### src/rtl/plot_pkg.sv
// Shared constants and types for the framebuffer write-port arbiter.
// Screen geometry, pixel field widths, colour names and FSM/requester encodings.
package plot_pkg;

    localparam int X_MAX = 160;
    localparam int Y_MAX = 120;
    localparam int X_W   = 8;
    localparam int Y_W   = 7;
    localparam int C_W   = 3;

    localparam logic [C_W-1:0] BLACK   = 3'b000;
    localparam logic [C_W-1:0] BLUE    = 3'b001;
    localparam logic [C_W-1:0] GREEN   = 3'b010;
    localparam logic [C_W-1:0] CYAN    = 3'b011;
    localparam logic [C_W-1:0] RED     = 3'b100;
    localparam logic [C_W-1:0] MAGENTA = 3'b101;
    localparam logic [C_W-1:0] YELLOW  = 3'b110;
    localparam logic [C_W-1:0] WHITE   = 3'b111;

    typedef enum logic {
        IDLE  = 1'b0,
        CLEAR = 1'b1
    } plot_state_t;

    typedef enum logic {
        REQ_PROC = 1'b0,
        REQ_OBS  = 1'b1
    } req_id_t;

    // True when (x, y) lies inside an x_max by y_max screen.
    function automatic logic on_screen(input logic [X_W-1:0] x, input logic [Y_W-1:0] y,
                                       input int x_max, input int y_max);
        return (int'(x) < x_max) && (int'(y) < y_max);
    endfunction

endpackage

### src/rtl/clear_sweeper.sv
// Row-major x/y counter for the full-screen clear. next_x/next_y is the pixel
// to be issued at the coming edge; done marks the last pixel being on display.
module clear_sweeper
    import plot_pkg::*;
#(
    parameter int X_MAX = plot_pkg::X_MAX,
    parameter int Y_MAX = plot_pkg::Y_MAX
) (
    input  logic           clk,
    input  logic           reset,
    input  logic           start,
    input  logic           step,
    output logic [X_W-1:0] next_x,
    output logic [Y_W-1:0] next_y,
    output logic           done
);

    localparam logic [X_W-1:0] X_LAST = X_W'(X_MAX - 1);
    localparam logic [Y_W-1:0] Y_LAST = Y_W'(Y_MAX - 1);

    logic [X_W-1:0] x;
    logic [Y_W-1:0] y;

    // A start always restarts from the origin, whatever the counters held.
    always_comb begin
        next_x = '0;
        next_y = '0;
        if (!start) begin
            if (x == X_LAST) begin
                next_x = '0;
                next_y = y + 1'b1;
            end else begin
                next_x = x + 1'b1;
                next_y = y;
            end
        end
    end

    always_ff @(posedge clk or negedge reset) begin
        if (!reset) begin
            x <= '0;
            y <= '0;
        end else if (start || step) begin
            x <= next_x;
            y <= next_y;
        end
    end

    assign done = (x == X_LAST) && (y == Y_LAST);

endmodule

### src/rtl/plot_arbiter.sv
// Arbitrates the single VGA framebuffer write port between the clear sweep
// (absolute priority) and two round-robin pixel requesters.
module plot_arbiter
    import plot_pkg::*;
#(
    parameter int             X_MAX       = plot_pkg::X_MAX,
    parameter int             Y_MAX       = plot_pkg::Y_MAX,
    parameter logic [C_W-1:0] CLEAR_COLOR = BLACK
) (
    input  logic           clk,
    input  logic           reset,
    input  logic           clear_req,
    output logic           clear_busy,
    input  logic           p_req,
    input  logic [X_W-1:0] p_x,
    input  logic [Y_W-1:0] p_y,
    input  logic [C_W-1:0] p_color,
    output logic           p_gnt,
    input  logic           o_req,
    input  logic [X_W-1:0] o_x,
    input  logic [Y_W-1:0] o_y,
    input  logic [C_W-1:0] o_color,
    output logic           o_gnt,
    output logic [X_W-1:0] vga_x,
    output logic [Y_W-1:0] vga_y,
    output logic [C_W-1:0] vga_color,
    output logic           vga_plot,
    output logic           oob,
    output plot_state_t    dbg_state
);

    // Handshake: a requester raises req with its pixel stable and holds both
    // until it sees its one-cycle gnt; gnt is registered, so a req still high
    // while its gnt is high is not eligible again (no double grant).

    plot_state_t    state, state_next;
    req_id_t        last_win;
    logic           sweep_start, sweep_step, sweep_done, arb_en;
    logic [X_W-1:0] sweep_x;
    logic [Y_W-1:0] sweep_y;
    logic           p_elig, o_elig, win_p, win_o, win_on;
    logic [X_W-1:0] win_x;
    logic [Y_W-1:0] win_y;
    logic [C_W-1:0] win_color;

    clear_sweeper #(
        .X_MAX(X_MAX),
        .Y_MAX(Y_MAX)
    ) u_sweeper (
        .clk   (clk),
        .reset (reset),
        .start (sweep_start),
        .step  (sweep_step),
        .next_x(sweep_x),
        .next_y(sweep_y),
        .done  (sweep_done)
    );

    always_ff @(posedge clk or negedge reset) begin
        if (!reset) state <= IDLE;
        else        state <= state_next;
    end

    // The edge that retires the last sweep pixel also arbitrates, so a
    // pending request is granted in the cycle clear_busy falls.
    always_comb begin
        state_next  = state;
        sweep_start = 1'b0;
        sweep_step  = 1'b0;
        arb_en      = 1'b0;
        case (state)
            IDLE: begin
                if (clear_req) begin
                    state_next  = CLEAR;
                    sweep_start = 1'b1;
                end else begin
                    arb_en = 1'b1;
                end
            end
            CLEAR: begin
                if (sweep_done) begin
                    state_next = IDLE;
                    arb_en     = 1'b1;
                end else begin
                    sweep_step = 1'b1;
                end
            end
            default: state_next = IDLE;
        endcase
    end

    always_comb begin
        p_elig = p_req && !p_gnt;
        o_elig = o_req && !o_gnt;
        win_p  = 1'b0;
        win_o  = 1'b0;
        if (arb_en) begin
            if (p_elig && o_elig) begin
                if (last_win == REQ_PROC) win_o = 1'b1;
                else                      win_p = 1'b1;
            end else if (p_elig) begin
                win_p = 1'b1;
            end else if (o_elig) begin
                win_o = 1'b1;
            end
        end
        win_x     = win_p ? p_x     : o_x;
        win_y     = win_p ? p_y     : o_y;
        win_color = win_p ? p_color : o_color;
        win_on    = on_screen(win_x, win_y, X_MAX, Y_MAX);
    end

    always_ff @(posedge clk or negedge reset) begin
        if (!reset) begin
            p_gnt     <= 1'b0;
            o_gnt     <= 1'b0;
            vga_x     <= '0;
            vga_y     <= '0;
            vga_color <= '0;
            vga_plot  <= 1'b0;
            oob       <= 1'b0;
            last_win  <= REQ_OBS;
        end else begin
            p_gnt    <= win_p;
            o_gnt    <= win_o;
            vga_plot <= 1'b0;
            oob      <= 1'b0;
            if (sweep_start || sweep_step) begin
                vga_x     <= sweep_x;
                vga_y     <= sweep_y;
                vga_color <= CLEAR_COLOR;
                vga_plot  <= 1'b1;
            end else if (win_p || win_o) begin
                last_win <= win_p ? REQ_PROC : REQ_OBS;
                // Off-screen pixels complete the handshake but never reach the adapter.
                if (win_on) begin
                    vga_x     <= win_x;
                    vga_y     <= win_y;
                    vga_color <= win_color;
                    vga_plot  <= 1'b1;
                end else begin
                    oob <= 1'b1;
                end
            end
        end
    end

    assign clear_busy = (state == CLEAR);
    assign dbg_state  = state;

endmodule

### config.mk
export PLATFORM = sky130hd
export DESIGN_NAME = plot_arbiter
export DESIGN_NICKNAME = d
export VERILOG_FILES = /design/src/rtl/plot_pkg.sv /design/src/rtl/clear_sweeper.sv /design/src/rtl/plot_arbiter.sv
export SDC_FILE = /design/constraint.sdc
export NUM_CORES = 1
export LEC_CHECK = 0
export ABC_AREA = 1
export CAP_MARGIN = 5
export CORE_ASPECT_RATIO = 0.7
export CORE_MARGIN = 1.5
export CORE_UTILIZATION = 49
export CTS_BUF_LIST = sky130_fd_sc_hd__clkbuf_4
export CTS_CLUSTER_DIAMETER = 200
export DETAILED_ROUTE_END_ITERATION = 7
export PLACE_DENSITY = 0.82
export SYNTH_ARGS = -nofsm -noshare
export SYNTH_HDL_FRONTEND = slang
export SYNTH_SLANG_ARGS = --single-unit
### constraint.sdc
create_clock -name clk -period 2.52 [get_ports clk]
set_input_delay 0.756 -clock clk [delete_from_list [all_inputs] [get_ports clk]]
set_output_delay 0.756 -clock clk [all_outputs]
set_load 0.02 [all_outputs]
* Yosys cells after proc, flatten, opt, wreduce, memory -nomap -nowiden
Index checks and enable logic that the tools add are counted.
Storage, ports and cells: bits in registers 39, output and inout port bits 24, word-level logic and storage cells 72
Cells by class: add/subtract/negate cells 2, order comparisons 2, equal/unequal tests 2, muxes and demuxes 40, bitwise gates (word level) 2, reduce and logical (&&, ||, !) cells 13
Operators by type and width (number):
- $mux W8 | 6
- $mux W7 | 6
- $mux W1 | 22
- $mux W3 | 4
- $add A8 B1 Y8 const B | 1
- $eq A8 B8 Y1 const B | 1
- $lt A8 B8 Y1 const B | 1
- $add A7 B1 Y7 const B | 1
- $eq A7 B7 Y1 const B | 1
- $lt A7 B7 Y1 const B | 1
- $logic_and A1 B1 Y1 | 5
- $pmux W1 S2 | 2
- $reduce_and A2 Y1 | 2
- $reduce_bool A2 Y1 | 2
- $logic_not A1 Y1 | 2
- $logic_or A1 B1 Y1 | 2
- $not A1 Y1 | 2

* Depth between registers and ports, before layout
depth in word-level cells 11, mapped depth 16

* Modules after synthesis
Synthesis repeated with hierarchy kept, for this count alone.
Unflattened totals: cell total of the unflattened synthesis 374, area total of the unflattened synthesis 2544.9 µm²
Modules (own cells, without submodules):
- plot_arbiter | instances 1, cells each 209, area each 1425.1 µm²
- clear_sweeper | instances 1, cells each 165, area each 1119.8 µm²

* Least setup slack after synthesis
No wires, ideal clock.
path type in2reg, from input port o_req, to register vga_x[7], library setup time 0.117 ns, arrival time 2.084 ns, required time 2.403 ns, slack 0.319 ns, stages 15, buffers on the path 2, cells stage by stage inv_1 > nor2_1 > nand2_1 > nand2_1 > clkinv_1 > nand2_2 > nand2_1 > nand2_1 > nand2_1 > nand2_2 > nand3_2 > buf_6 > buf_8 > nand3_1 > nand2_1
On the way: word-level cells in the longest chain between the ends 9, elaborated cells on any way between the ends 20, those cells by class 2 x order compare; 11 x mux; 7 x reduce/logical
Ends and longest elaborated chain:
- from (decl) | line plot_arbiter.sv:19 | input logic o_req,
- $logic_and A1 B1 Y1 (*) | line plot_arbiter.sv:94 | o_elig = o_req && !o_gnt;
- $logic_and A1 B1 Y1 | line plot_arbiter.sv:98 | if (p_elig && o_elig) begin
- $mux W1 | line plot_arbiter.sv:98
- $mux W1 | line plot_arbiter.sv:97 | if (arb_en) begin
- $mux W8 or $mux W7 (tied branches) | line plot_arbiter.sv:107, plot_arbiter.sv:108
- $lt A8 B8 Y1 or $lt A7 B7 Y1 (tied branches) | line plot_pkg.sv:33 | return (int'(x) < x_max) && (int'(y) < y_max);
- $logic_and A1 B1 Y1 | line plot_pkg.sv:33
- $reduce_bool A2 Y1 (no source line)
- $reduce_and A2 Y1 (no source line)
- to (signal assigned) | line plot_arbiter.sv:129 | vga_x <= sweep_x;
- to (signal assigned) | line plot_arbiter.sv:137 | vga_x <= win_x;
- to (decl) | line plot_arbiter.sv:24 | output logic [X_W-1:0] vga_x,
Mark *: on every way between the ends. The rest lies on a longest branch, timed or not. The select of a mux whose other input is x is not followed. A chain may end at the register's enable or synchronous reset.

* Worst setup path in the final report
from input port o_req, to register vga_color[1]
On the way: word-level cells in the longest chain between the ends 9, elaborated cells on any way between the ends 21, those cells by class 2 x order compare; 12 x mux; 7 x reduce/logical
Ends and longest elaborated chain:
- $logic_and A1 B1 Y1 (*) | line plot_arbiter.sv:94
- $logic_and A1 B1 Y1 | line plot_arbiter.sv:98
- $mux W1 | line plot_arbiter.sv:98
- $mux W1 | line plot_arbiter.sv:97
- $mux W8 or $mux W7 (tied branches) | line plot_arbiter.sv:107, plot_arbiter.sv:108
- $lt A8 B8 Y1 or $lt A7 B7 Y1 (tied branches) | line plot_pkg.sv:33
- $logic_and A1 B1 Y1 | line plot_pkg.sv:33
- $reduce_bool A2 Y1 (no source line)
- $reduce_and A2 Y1 (no source line)
- to (signal assigned) | line plot_arbiter.sv:139 | vga_color <= win_color;
- to (decl) | line plot_arbiter.sv:26 | output logic [C_W-1:0] vga_color,
Marked as above.

==> out/qor.csv <==
metric,value,unit
first-pass GRT wire length,9930,um
Setup Viol. Count Final,0,
period utilisation layout,92.7,%
Final Cell Area,0.00307,mm^2
Slew Limit Fails,0,
measured slew at the worst slew-check pin,292,ps
CP Launch Point,o_req,
worst endpoint required time,2820,ps
Finished Core Util,70.9,%
full die area,0.00491,mm^2
H-tree Lvls,2,
status,completed,
core area,0.00433,mm^2
vias,2234,
largest net degree at the start of global routing,17,
Die Y,59.1,um
leftover overflow at the end of global routing,0,
Antenna diodes,0,
layout cells sized above 1,11.9,%
row cnt,20,
R2R depth,14,
CTS root buffer,clkbuf_4,
r2r startpoint,u_sweeper.x[0]$_DFFE_PN0P_,
CTS tree,built,
via/cell ratio,5.17,
final hold vios,0,
max-cap violations,0,
vias in the first global route,2207,
DRC viols,0,
slew margin rel.,80.5,%
WL per Instance,13.3,um
Die X-Extent,83.2,um
Crit. End Element,flip-flop,
worst IR drop on VDD,0.000439,V
synthesized flop and latch total,39,
unrepaired setup endpoints after global routing,no,
Layout Skew,14.1,ps
synth-to-layout area growth,39.3,%
Crit Path Category,input port to flip-flop,
drt pass-1 iters,4,
Layout fillers,354,
min Tclk post-route,2340,ps
Synth Cell Area,0.00220,mm^2
Num Clock Sinks,39,
"Clk pin slew, worst setup/hold paths",120,ps
DRT antenna net count,0,
Initial Utilization,50.9,%
Critical Path Start Type,input port,
Syn Nets,334,
Pleak,1.53,nW
Fmax,0.428,GHz
pwr dens,723,mW/mm^2
Post-DP Area,0.00301,mm^2
"Hold-fix buffers, CTS",0,
1st-iter DRT viols,108,
crit-path max FO,15,
HP Class,input port to async pin,
worst skew pair latency,340,ps
dpl hpwl,4350,um
yosys warns,0,
I/O pins,65,
routability cong.,0.863,
IO buf count,64,
final wirelength,5760,um
final net count,419,
Worst Path Arrival,2630,ps
sequential cell area fraction in the yosys report,44.3,%
R2R Path End,vga_y[1]$_DFFE_PN0P_,
cell count after synthesis,291,
CTS Buf Count,5,
CP Capture Point,vga_color[1]$_DFFE_PN0P_,
gr usage total,25.5,%
R2R Setup Slk,220,ps
Avg Synthesized Cell Area,7.57,um^2
CTS max path bufs,2,
post-synth cell types,28,
initial antenna violation count,0,
Yosys cell counts:
| cell | count | area (um^2) |
|---|---|---|
| a21boi_0 | 1 | 7.51 |
| a21oi_1 | 4 | 20.0 |
| buf_4 | 1 | 7.51 |
| buf_6 | 4 | 45.0 |
| buf_8 | 2 | 30.0 |
| clkbuf_1 | 4 | 15.0 |
| clkinv_1 | 2 | 7.51 |
| dfrtp_1 | 38 | 951 |
| dfstp_2 | 1 | 26.3 |
| ha_1 | 2 | 25.0 |
| inv_1 | 29 | 109 |
| inv_2 | 1 | 3.75 |
| nand2_1 | 88 | 330 |
| nand2_2 | 4 | 25.0 |
| nand3_1 | 29 | 145 |
| nand3_2 | 4 | 40.0 |
| nand3b_1 | 7 | 52.6 |
| nor2_1 | 27 | 101 |
| nor2_4 | 1 | 11.3 |
| nor3_1 | 3 | 15.0 |
| o211ai_1 | 2 | 15.0 |
| o21ai_0 | 24 | 120 |
| o22ai_1 | 1 | 6.26 |
| o31ai_1 | 7 | 52.6 |
| o32ai_1 | 1 | 8.76 |
| or2_2 | 1 | 6.26 |
| xnor2_1 | 1 | 8.76 |
| xor2_1 | 2 | 17.5 |
critical path, cell delays in order:
cell             delay, ps
clkdlybuf4s50_1        450
inv_1                   30
nor2_1                 130
nand2_1                 60
nand2_1                 80
clkinv_1                90
nand2_2                170
nand2_1                 70
nand2_1                 90
nand2_1                 70
nand2_2                 70
nand3_2                150
buf_12                 190
inv_1                   80
nand2_1                 60
nand2_1                 60
cell families (layout without fill, tap and decap cells):
| group | count (synthesis) | after routing | share of synthesized area [%] |
|---|---|---|---|
| and+or+nand+nor | 164 | 164 | 33.0 |
| buffers and inverters | 43 | 129 | 9.88 |
| AOI/OAI and AO/OA | 40 | 40 | 10.4 |
| DFF | 39 | 39 | 44.3 |
| xor gates and xnor gates | 3 | 3 | 1.19 |
| adders and majority gates | 2 | 2 | 1.14 |
layer usage:
metal  GRT usage (%)  wire length (um)  vias up
met2            41.2              2570       81
li1                -                 -     1107
met4            10.2                91        0
met1            33.8              2690     1036
met3            6.13               413       10
met5               0                 0        -
layout by cell type (no fill, tap or decap), types with 2 or more instances in the layout:
| master | Yosys | final |
|---|---|---|
| nor3_1 | 3 | 3 |
| a21oi_1 | 4 | 4 |
| nand2_1 | 88 | 88 |
| nand3_1 | 29 | 29 |
| o21ai_0 | 24 | 24 |
| nor2_1 | 27 | 27 |
| xor2_1 | 2 | 2 |
| clkbuf_4 | 0 | 6 |
| nand2_2 | 4 | 3 |
| dfrtp_1 | 38 | 38 |
| inv_1 | 29 | 29 |
| o31ai_1 | 7 | 7 |
| ha_1 | 2 | 2 |
| nand3_2 | 4 | 4 |
| buf_4 | 1 | 24 |
| clkinv_1 | 2 | 3 |
| nand3b_1 | 7 | 7 |
| clkdlybuf4s50_1 | 0 | 63 |
| o211ai_1 | 2 | 2 |
registers in the layout, indices dropped and copies added (netlist names):
signal / cells
u_sweeper.x: 8
vga_x: 8
u_sweeper.y: 7
vga_y: 7
vga_color: 3
clear_busy: 1
last_win: 1
o_gnt: 1
oob: 1
p_gnt: 1
vga_plot: 1
power breakdown:
part / total [mW] / internal, mW / switching [mW] / leakage, nW
clock: 0.319 / 0.116 / 0.203 / 0.0331
combinational: 0.943 / 0.428 / 0.516 / 1.02
sequential: 0.958 / 0.815 / 0.143 / 0.477
layout make-up:
class / instances / area [um^2] / share of cell area, %
Tap cell: 55 / 68.8 / 2.24
Multi-Input combinational cell: 209 / 1010 / 33.0
Sequential cell: 39 / 977 / 31.8
Clock inverter: 2 / 8.76 / 0.285
Timing Repair Buffer: 89 / 836 / 27.2
Inverter: 32 / 120 / 3.91
Clock buffer: 6 / 45.0 / 1.47
through the flow:
stage	setup slack [ps]	instances	power, mW	setup TNS (ps)	hold slack (ps)
after CTS	112	432	2.22	0	261
after global placement	-191	424	1.87	-3080	477
final	184	432	2.22	0	264
after floorplan	319	291	1.49	0	460
after detailed placement	-250	424	1.90	-3840	493
after global routing	12.9	432	2.40	0	272
how the worst min path moves through the flow:
stage / from / end / slack, ps / cells after the start
after global routing: reset / p_gnt$_DFF_PN0_ / 270 / 1
after floorplan: reset / clear_busy$_DFF_PN0_ / 460 / 0
final: reset / vga_x[6]$_DFFE_PN0P_ / 260 / 1
after detailed placement: vga_color[2]$_DFFE_PN0P_ / vga_color[2]$_DFFE_PN0P_ / 490 / 2
after CTS: reset / p_gnt$_DFF_PN0_ / 260 / 1
after global placement: last_win$_DFFE_PN1P_ / last_win$_DFFE_PN1P_ / 480 / 2
repair_timing:
item                                    4_1_cts  5_1_grt
endpoints found under the setup margin        0       15
gates resized for setup                       0        1
setup buffers                                 0        0
endpoints found under the hold margin         0        0
Power figures use the tool's default switching activity.
